**src/rtl/ofmap_deskew_serializer.sv**
```systemverilog
// ofmap_deskew_serializer
// Receive end of the skewed systolic-array lane protocol. Realigns the
// diagonally skewed lanes, applies ReLU + saturation to 8 bits, buffers whole
// pixels in a FIFO and emits them one byte per cycle (channel 0 first) under
// a valid/ready handshake.
module ofmap_deskew_serializer #(
    parameter int CHANNEL    = 3,
    parameter int ACC_W      = 16,
    parameter int FIFO_DEPTH = 8,
    parameter int AFULL_TH   = 4
) (
    input  logic                            clk,
    input  logic                            rst,
    input  logic [CHANNEL-1:0][ACC_W-1:0]   i_data,
    input  logic [CHANNEL-1:0]              i_valid,
    output logic [7:0]                      o_data,
    output logic                            o_valid,
    input  logic                            i_ready,
    output logic                            o_afull,
    output logic                            o_ovf,
    output logic                            o_align_err
);

    localparam int PTR_W = (FIFO_DEPTH > 1) ? $clog2(FIFO_DEPTH) : 1;
    localparam int CNT_W = PTR_W + 1;
    localparam int IDX_W = (CHANNEL > 1) ? $clog2(CHANNEL) : 1;
    localparam logic [IDX_W-1:0] IDX_LAST = IDX_W'(CHANNEL - 1);
    localparam logic [CNT_W-1:0] CNT_FULL = CNT_W'(FIFO_DEPTH);
    localparam logic [CNT_W-1:0] CNT_TH   = CNT_W'(AFULL_TH);

    typedef logic [CHANNEL-1:0][7:0] pix_t;

    // ReLU followed by saturating truncation of one lane to a byte.
    function automatic logic [7:0] post_proc(input logic [ACC_W-1:0] v);
        logic [7:0] r;
        if (v[ACC_W-1]) begin
            r = 8'h00;
        end else if (|v[ACC_W-2:8]) begin
            r = 8'hFF;
        end else begin
            r = v[7:0];
        end
        return r;
    endfunction

    // Stage-A view: every lane after its own deskew delay.
    logic [CHANNEL-1:0][ACC_W-1:0] a_dat_s;
    logic [CHANNEL-1:0]            a_vld_s;

    for (genvar k = 0; k < CHANNEL; k++) begin : g_lane
        // Lane k needs CHANNEL-k stages so all lanes of a pixel meet together.
        localparam int D = CHANNEL - k;
        logic [D-1:0][ACC_W-1:0] dat_q, dat_d;
        logic [D-1:0]            vld_q, vld_d;

        // Shift the lane pipe by one stage per cycle.
        always_comb begin
            dat_d    = dat_q;
            vld_d    = vld_q;
            dat_d[0] = i_data[k];
            vld_d[0] = i_valid[k];
            for (int j = 1; j < D; j++) begin
                dat_d[j] = dat_q[j-1];
                vld_d[j] = vld_q[j-1];
            end
        end

        // Lane pipe registers; reset flushes anything in flight.
        always_ff @(posedge clk or negedge rst) begin
            if (!rst) begin
                dat_q <= '0;
                vld_q <= '0;
            end else begin
                dat_q <= dat_d;
                vld_q <= vld_d;
            end
        end

        assign a_dat_s[k] = dat_q[D-1];
        assign a_vld_s[k] = vld_q[D-1];
    end

    logic accept_s;
    logic misalign_s;
    pix_t pp_s;

    // Classify the realigned valid vector and post-process the lanes.
    always_comb begin
        accept_s   = &a_vld_s;
        misalign_s = (|a_vld_s) & ~accept_s;
        pp_s       = '0;
        for (int c = 0; c < CHANNEL; c++) begin
            pp_s[c] = post_proc(a_dat_s[c]);
        end
    end

    logic [FIFO_DEPTH-1:0][CHANNEL*8-1:0] mem_q, mem_d;
    logic [PTR_W-1:0] wr_ptr_q, wr_ptr_d, rd_ptr_q, rd_ptr_d;
    logic [CNT_W-1:0] count_q, count_d;
    logic [IDX_W-1:0] idx_q, idx_d;
    logic [7:0]       o_data_q, o_data_d;
    logic             o_valid_q, o_valid_d;
    logic             afull_q, afull_d;
    logic             ovf_q, ovf_d;
    logic             align_q, align_d;
    logic             full_s, wr_s, hs_s, pop_s;
    pix_t             head_s;

    // FIFO write/pop, serializer index and next registered outputs.
    always_comb begin
        full_s   = (count_q == CNT_FULL);
        wr_s     = accept_s & ~full_s;
        hs_s     = o_valid_q & i_ready;
        pop_s    = hs_s & (idx_q == IDX_LAST);
        mem_d    = mem_q;
        wr_ptr_d = wr_ptr_q;
        rd_ptr_d = rd_ptr_q;
        idx_d    = idx_q;
        if (wr_s) begin
            mem_d[wr_ptr_q] = pp_s;
            wr_ptr_d        = wr_ptr_q + PTR_W'(1);
        end else begin
            wr_ptr_d = wr_ptr_q;
        end
        if (pop_s) begin
            idx_d    = {IDX_W{1'b0}};
            rd_ptr_d = rd_ptr_q + PTR_W'(1);
        end else if (hs_s) begin
            idx_d = idx_q + IDX_W'(1);
        end else begin
            idx_d = idx_q;
        end
        count_d   = count_q + CNT_W'(wr_s) - CNT_W'(pop_s);
        o_valid_d = (count_d != {CNT_W{1'b0}});
        head_s    = mem_d[rd_ptr_d];
        if (o_valid_d) begin
            o_data_d = head_s[idx_d];
        end else begin
            o_data_d = 8'h00;
        end
        // Occupancy seen this cycle feeds the flag next cycle.
        afull_d = ((CNT_FULL - count_q) <= CNT_TH);
        ovf_d   = ovf_q | (accept_s & full_s);
        align_d = align_q | misalign_s;
    end

    // FIFO storage, pointers, byte index and all output registers.
    always_ff @(posedge clk or negedge rst) begin
        if (!rst) begin
            mem_q     <= '0;
            wr_ptr_q  <= '0;
            rd_ptr_q  <= '0;
            count_q   <= '0;
            idx_q     <= '0;
            o_data_q  <= 8'h00;
            o_valid_q <= 1'b0;
            afull_q   <= 1'b0;
            ovf_q     <= 1'b0;
            align_q   <= 1'b0;
        end else begin
            mem_q     <= mem_d;
            wr_ptr_q  <= wr_ptr_d;
            rd_ptr_q  <= rd_ptr_d;
            count_q   <= count_d;
            idx_q     <= idx_d;
            o_data_q  <= o_data_d;
            o_valid_q <= o_valid_d;
            afull_q   <= afull_d;
            ovf_q     <= ovf_d;
            align_q   <= align_d;
        end
    end

    assign o_data      = o_data_q;
    assign o_valid     = o_valid_q;
    assign o_afull     = afull_q;
    assign o_ovf       = ovf_q;
    assign o_align_err = align_q;

endmodule

```
**config.mk**
```make
export PLATFORM = sky130hd
export DESIGN_NAME = ofmap_deskew_serializer
export DESIGN_NICKNAME = d
export VERILOG_FILES = /design/src/rtl/ofmap_deskew_serializer.sv
export SDC_FILE = /design/constraint.sdc
export NUM_CORES = 1
export LEC_CHECK = 0
export ABC_CLOCK_PERIOD_IN_PS = 4780
export CELL_PAD_IN_SITES_DETAIL_PLACEMENT = 0
export CELL_PAD_IN_SITES_GLOBAL_PLACEMENT = 1
export CORE_MARGIN = 3
export CORE_UTILIZATION = 40
export DETAILED_ROUTE_END_ITERATION = 10
export PLACE_DENSITY_LB_ADDON = 0.3
export SETUP_SLACK_MARGIN = 0.15
export SYNTH_ARGS = -nofsm -noshare
export SYNTH_HDL_FRONTEND = slang
export SYNTH_SLANG_ARGS = --single-unit
```
**constraint.sdc**
```tcl
create_clock -name clk -period 4.78 [get_ports clk]
set_input_delay 0.956 -clock clk [delete_from_list [all_inputs] [get_ports clk]]
set_output_delay 0.956 -clock clk [all_outputs]
set_load 0.03 [all_outputs]
```
; Yosys cells after proc, flatten, opt, wreduce, memory -nomap -nowiden
; Cells that the tools add are included.
[word_totals]
register_bits = 318
input_bits = 54
out_inout_bits = 12
word_cells = 73
[classes]
addsub = 6
magnitude_cmp = 5
eq_ne = 2
n_mux = 18
n_bitwise = 9
n_reduce_logical = 7
[ops]
columns = operator, count
row1 = $bwmux W192, 1
row2 = $mux W192, 1
row3 = $bmux W24 S3, 1
row4 = $demux W24 S3, 1
row5 = $mux W8, 8
row6 = $mux W24, 2
row7 = $reduce_or A7 Y1, 3
row8 = $bmux W8 S2, 1
row9 = $lt A3 B4 Y1 const B, 2
row10 = $add A3 B1 Y3 const B, 2
row11 = $and A1 B1 Y1, 5
row12 = $add A4 B1 Y4, 1
row13 = $eq A4 B4 Y1 const B, 1
row14 = $le A4 B3 Y1 const B, 1
row15 = $mux W2, 2
row16 = $reduce_bool A4 Y1, 1
row17 = $sub A4 B1 Y4, 1
row18 = $sub A4 B4 Y4 const A, 1
row19 = $ge A3 B1 Y1 const B, 1
row20 = $lt A2 B3 Y1 const B, 1
row21 = $mux W3, 1
row22 = $reduce_and A3 Y1, 1
row23 = $reduce_or A3 Y1, 1
row24 = $add A2 B1 Y2 const B, 1
row25 = other kinds (4), 6

; Depth between registers and ports, before layout
[depth]
ltp_word = 11
depth_mapped = 17
depth_no_buf = 17

; Worst setup path before layout
; No wires, ideal clock.
[synth_path]
path_kind = input to register
start = in i_ready
end = reg o_data_q[6] (netlist: o_data[6])
setup_ns = 0.094
arrival_ns = 3.522
required_time_ns = 4.686
setup_slack_ns = 1.164
stages = 14
n_path_buf = 1
cell_sequence = and3_1 buf_2 ha_1 inv_1 ha_1 inv_1 fa_1 xor2_1 nor3_1 mux2_2 and4bb_2 a31oi_1 o221a_2 a211oi_1
[synth_between]
word_cells_on_any_way = 12
cone_classes = 1 x add/sub / 8 x mux / 2 x bitwise / 1 x reduce/logical
[synth_rtl]
columns = element, line
row1 = "start, declared", 18  ; input logic i_ready,
row2 = $and A1 B1 Y1, 113  ; hs_s = o_valid_q & i_ready;
row3 = $and A1 B1 Y1, 114  ; pop_s = hs_s & (idx_q == IDX_LAST);
row4 = $sub A4 B1 Y4, 133  ; count_d = count_q + CNT_W'(wr_s) - CNT_W'(pop_s);
row5 = net count_d[2], 99  ; logic [CNT_W-1:0] count_q, count_d;
row6 = $reduce_bool A4 Y1, 134  ; o_valid_d = (count_d != {CNT_W{1'b0}});
row7 = $mux W8, 136  ; if (o_valid_d) begin
row8 = net o_data_d[6], 101  ; logic [7:0] o_data_q, o_data_d;
row9 = "end signal, assigned", 166  ; o_data_q <= o_data_d;
row10 = "end, declared", 101
; The timed path passes the listed nets, and every way through them passes these cells. The select of a mux whose other input is x is not followed.
; A chain may end at the register's enable or synchronous reset.

; Worst setup path after layout
[layout_path]
start = reg count_q[2]
end = reg o_data_q[6] (netlist: o_data[6])
[layout_between]
word_cells_on_any_way = 12
cone_classes = 2 x add/sub / 1 x eq/ne / 6 x mux / 2 x bitwise / 1 x reduce/logical
[layout_rtl]
columns = element, line
row1 = "start, declared", 99
row2 = "start signal, assigned", 164  ; count_q <= count_d;
row3 = $eq A4 B4 Y1, 111  ; full_s = (count_q == CNT_FULL);
row4 = $not A1 Y1, 112  ; wr_s = accept_s & ~full_s;
row5 = $and A1 B1 Y1, 112
row6 = $add A4 B1 Y4 *, 133
row7 = $sub A4 B1 Y4 *, 133
row8 = net count_d[2], 99
row9 = $reduce_bool A4 Y1 *, 134
row10 = $mux W8 *, 136
row11 = net o_data_d[6], 101
; Mark *: on every way through the listed nets, which the timed path passes. The rest lies on a longest branch. The select of a mux whose other input is x is not followed.

==> flow_summary_export.csv <==
group,metric,value,unit
detailed_routing,drt_first_pass_iters,5,
timing,slew-limit-headroom,31.1,%
yosys,ys_types,74,
timing,rsz0062_at_grt,"false",
cts,cts-root-buf,"clkbuf_16",
timing,skew,0.0112,ns
critical_path,cp_max_fo,10,
placed_design,globalplace.congestion,0.863,
cells_and_area,regArea,0.00796,mm^2
timing,max_freq,245,MHz
power_and_ir_drop,vdd.ir_drop.worst,0.342,mV
critical_path,cpMaxStageDelayCell,"nor3b_2",
status,outcome,"complete, no violations",
cts,clock_latency,0.53,ns
timing,slew_viol_final,0,
hold_path,min_from,"g_lane[0].dat_d[16]",
detailed_routing,final_antenna_net_count,0,
cells_and_area,layout.cells.non_filler,1772,
cts,cts_hold_buf,0,
cts,cts_tree,"done",
critical_path,r2r_end,"o_data[6]",
yosys,ys_ff_latch,318,
yosys,async_flop_share,100,%
cts,clockBufferDepth,3,
floorplan,core-area,0.0320,mm^2
critical_path,critical_path.max_stage_delay,0.42,ns
detailed_routing,wl_per_cell,20.6,um
detailed_routing,viasPerCell,5.64,
yosys,netlist.area_leader.share,60.4,%
global_route,grt_max_degree,125,
cells_and_area,areaGrowthSynthToFinish,17.6,%
timing,layout_min_cycle_time,4.09,ns
timing,worstMarginPinSlew,1.03,ns
hold_path,whs_endpoint,"g_lane[0].dat_d[32]",
timing,holdWs,0.338,ns
detailed_routing,drtIter0Drc,932,
critical_path,crit-reg2reg-launch,"count_q[2]",
critical_path,cp-start-kind,"flop",
cts,numCtsBuffers,36,
detailed_routing,drc,0,
global_route,grt_use_total,20.8,%
hold_path,whs_path_depth,0,
global_route,overflow,0,
cts,clk_pin_slew,0.06,ns
cells_and_area,layout-drive-gt1-share,9.87,%
critical_path,crit_type,"reg -> reg",
yosys,synth_edf_count,0,
critical_path,required,5.21,ns
timing,hold_viol_final,0,
critical_path,critPathMostFrequentCell,"inv_1",
critical_path,path_cells,"inv_1 -> ha_1 -> nor3b_2 -> nor2_1 -> inv_1 -> ha_1 -> inv_1 -> ha_1 -> inv_1 -> fa_1 -> xor2_1 -> nor3_1 -> mux2_2 -> and4bb_2 -> a31oi_1 -> o221a_2 -> a211oi_1",
power_and_ir_drop,p_per_area,677,mW/mm^2
yosys,syn-instance-count,1263,
cts,cts_resized,0,
placed_design,dp_hpwl,23.5,mm
yosys,synth.yosys.seq_area_share,60.4,%
cells_and_area,fin_nets,1375,
yosys,syn_area_per_cell,10.4,um^2
critical_path,crit_arrival,4.52,ns
floorplan,ios,66,
detailed_routing,routed_wl,36.5,mm
cells_and_area,fillers,2979,
yosys,yosys_warnings,0,
placed_design,placed_cells,1708,
cts,clock-sinks,318,
floorplan,start_util,41.1,%
yosys,synth_most_common_cell,"dfrtp_1",
floorplan,die_h,188,um
yosys,syn_nets,1327,
global_route,grt_pass1_vias,9743,
yosys,ys.flop_type,"dfrtp_1",
yosys,yosys-top-cells-count,"dfrtp_1 (318), nand2_1 (267), o21ai_0 (174), clkbuf_1 (65), o221ai_1 (37)",
timing,setup_viol,0,
critical_path,endpoint_kind,"flop",
global_route,grt_pass1_wl,57.9,mm
power_and_ir_drop,power_leakage,6.81,nW
timing,timing.setup.tns,0,ns
critical_path,rr_worst_depth,17,
yosys,synthTopCellsByArea,"dfrtp_1 (60%), nand2_1 (7.6%), o21ai_0 (6.6%)",
yosys,synth_top_cell_by_area,"dfrtp_1",
floorplan,die-area,0.0352,mm^2
hold_path,hold_path_class,"reg -> reg",
global_route,grt_antenna_before_repair,0,
cts,cts_setup_buffers,0,
timing,fin_crit_sh,85.5,%
cells_and_area,antenna_cells,0,
detailed_routing,vias,9991,
cells_and_area,multiInputGateArea,0.00481,mm^2
floorplan,die_x,188,um
placed_design,portBuffers,65,
critical_path,regToRegSetupSlack,0.69,ns
run,drv_cap,0,
cts,htreeDepth,2,
floorplan,rows,65,
yosys,synth_area,0.0132,mm^2
cells in the final DEF (no fill, tap or decap), types with 13 or more instances in the layout:
master and instances:
inv_1 17, o221ai_1 37, o211ai_1 14, clkbuf_16 36
nor3_1 23, buf_4 35, a211oi_1 18, dfrtp_1 318
o21ai_0 174, nand2_1 267, mux2_2 13, nor2_1 31
o21bai_1 16, a21oi_1 21, clkdlybuf4s50_1 64, nand3_1 17
o22ai_1 27
per-stage QoR:
step                      worst slack (ns)  util [%]  instance area, um^2  power, mW
after floorplan                       1.16         -                13200       6.44
after global placement               0.477      44.8                14400       7.78
after CTS                            0.706      48.4                15500       10.5
after global routing                 0.397      48.4                15500       11.2
final                                0.692      48.4                15500       10.5
after detailed placement             0.418      44.8                14400       7.85
final cells by class:
type                       instances  share of cell area (%)
multi-input combinational        831                    31.0
tap                              435                    3.51
timing repair buffer             103                    6.31
inverter                          21                   0.509
clock buffer                      50                    6.41
clock inverter                    14                   0.872
sequential                       318                    51.4
critical path: cells and delay by family (launching register included):
kind / cells / cell delay, ns
simple gates: 4 / 1.03
fa+ha+maj: 4 / 0.98
compound gates: 3 / 0.54
buf+inv: 4 / 0.44
flops: 1 / 0.38
mux: 1 / 0.38
xor+xnor: 1 / 0.25
per-layer routing:
| metal | share of wire, % | global-route usage (%) | vias to the layer above |
|---|---|---|---|
| li1 | - | - | 4633 |
| met1 | 47 | 31.6 | 4984 |
| met2 | 44 | 31.1 | 315 |
| met3 | 6.4 | 3.29 | 59 |
| met4 | 2.1 | 5.83 | 0 |
| met5 | 0 | 0 | - |
cell families (layout without fill, tap and decap cells):
logic type / after synthesis / in the layout / share of synthesized area (%)
muxes: 17 / 17 / 1.41
adders and majority gates: 10 / 10 / 1.01
AOI/OAI and AO/OA: 388 / 388 / 19.2
xor gates and xnor gates: 9 / 9 / 0.883
buffers and inverters: 114 / 188 / 3.44
DFF: 318 / 318 / 60.4
and+or+nand+nor: 407 / 407 / 13.6
flip-flops by register name, indices dropped and copies added (netlist names), 2 cells and up:
| register | flops |
|---|---|
| count_q | 4 |
| idx_q | 2 |
| wr_ptr_q | 3 |
| mem_q | 192 |
| rd_ptr_q | 3 |
| g_lane.dat_d | 48 |
| a_dat_s | 32 |
| g_lane.dat_q | 16 |
| o_data | 8 |
| g_lane.vld_q | 6 |
power by group:
group / internal, mW / switching, mW / leakage [nW]
logic: 1.46 / 2.44 / 2.24
clock network: 1.52 / 1.10 / 0.555
registers: 3.48 / 0.497 / 4.01
total: 6.46 / 4.04 / 6.81
worst max-delay path by stage:
stage,from,end,slack [ns],cells past startpoint
detailed placement,i_ready,o_data[6],0.42,14
floorplan,i_ready,o_data[6],1.16,14
CTS,count_q[2],o_data[6],0.71,17
finish,count_q[2],o_data[6],0.69,17
global placement,i_ready,o_data[6],0.48,14
global route,count_q[2],o_data[6],0.40,17
(Power assumes the default switching activity.)
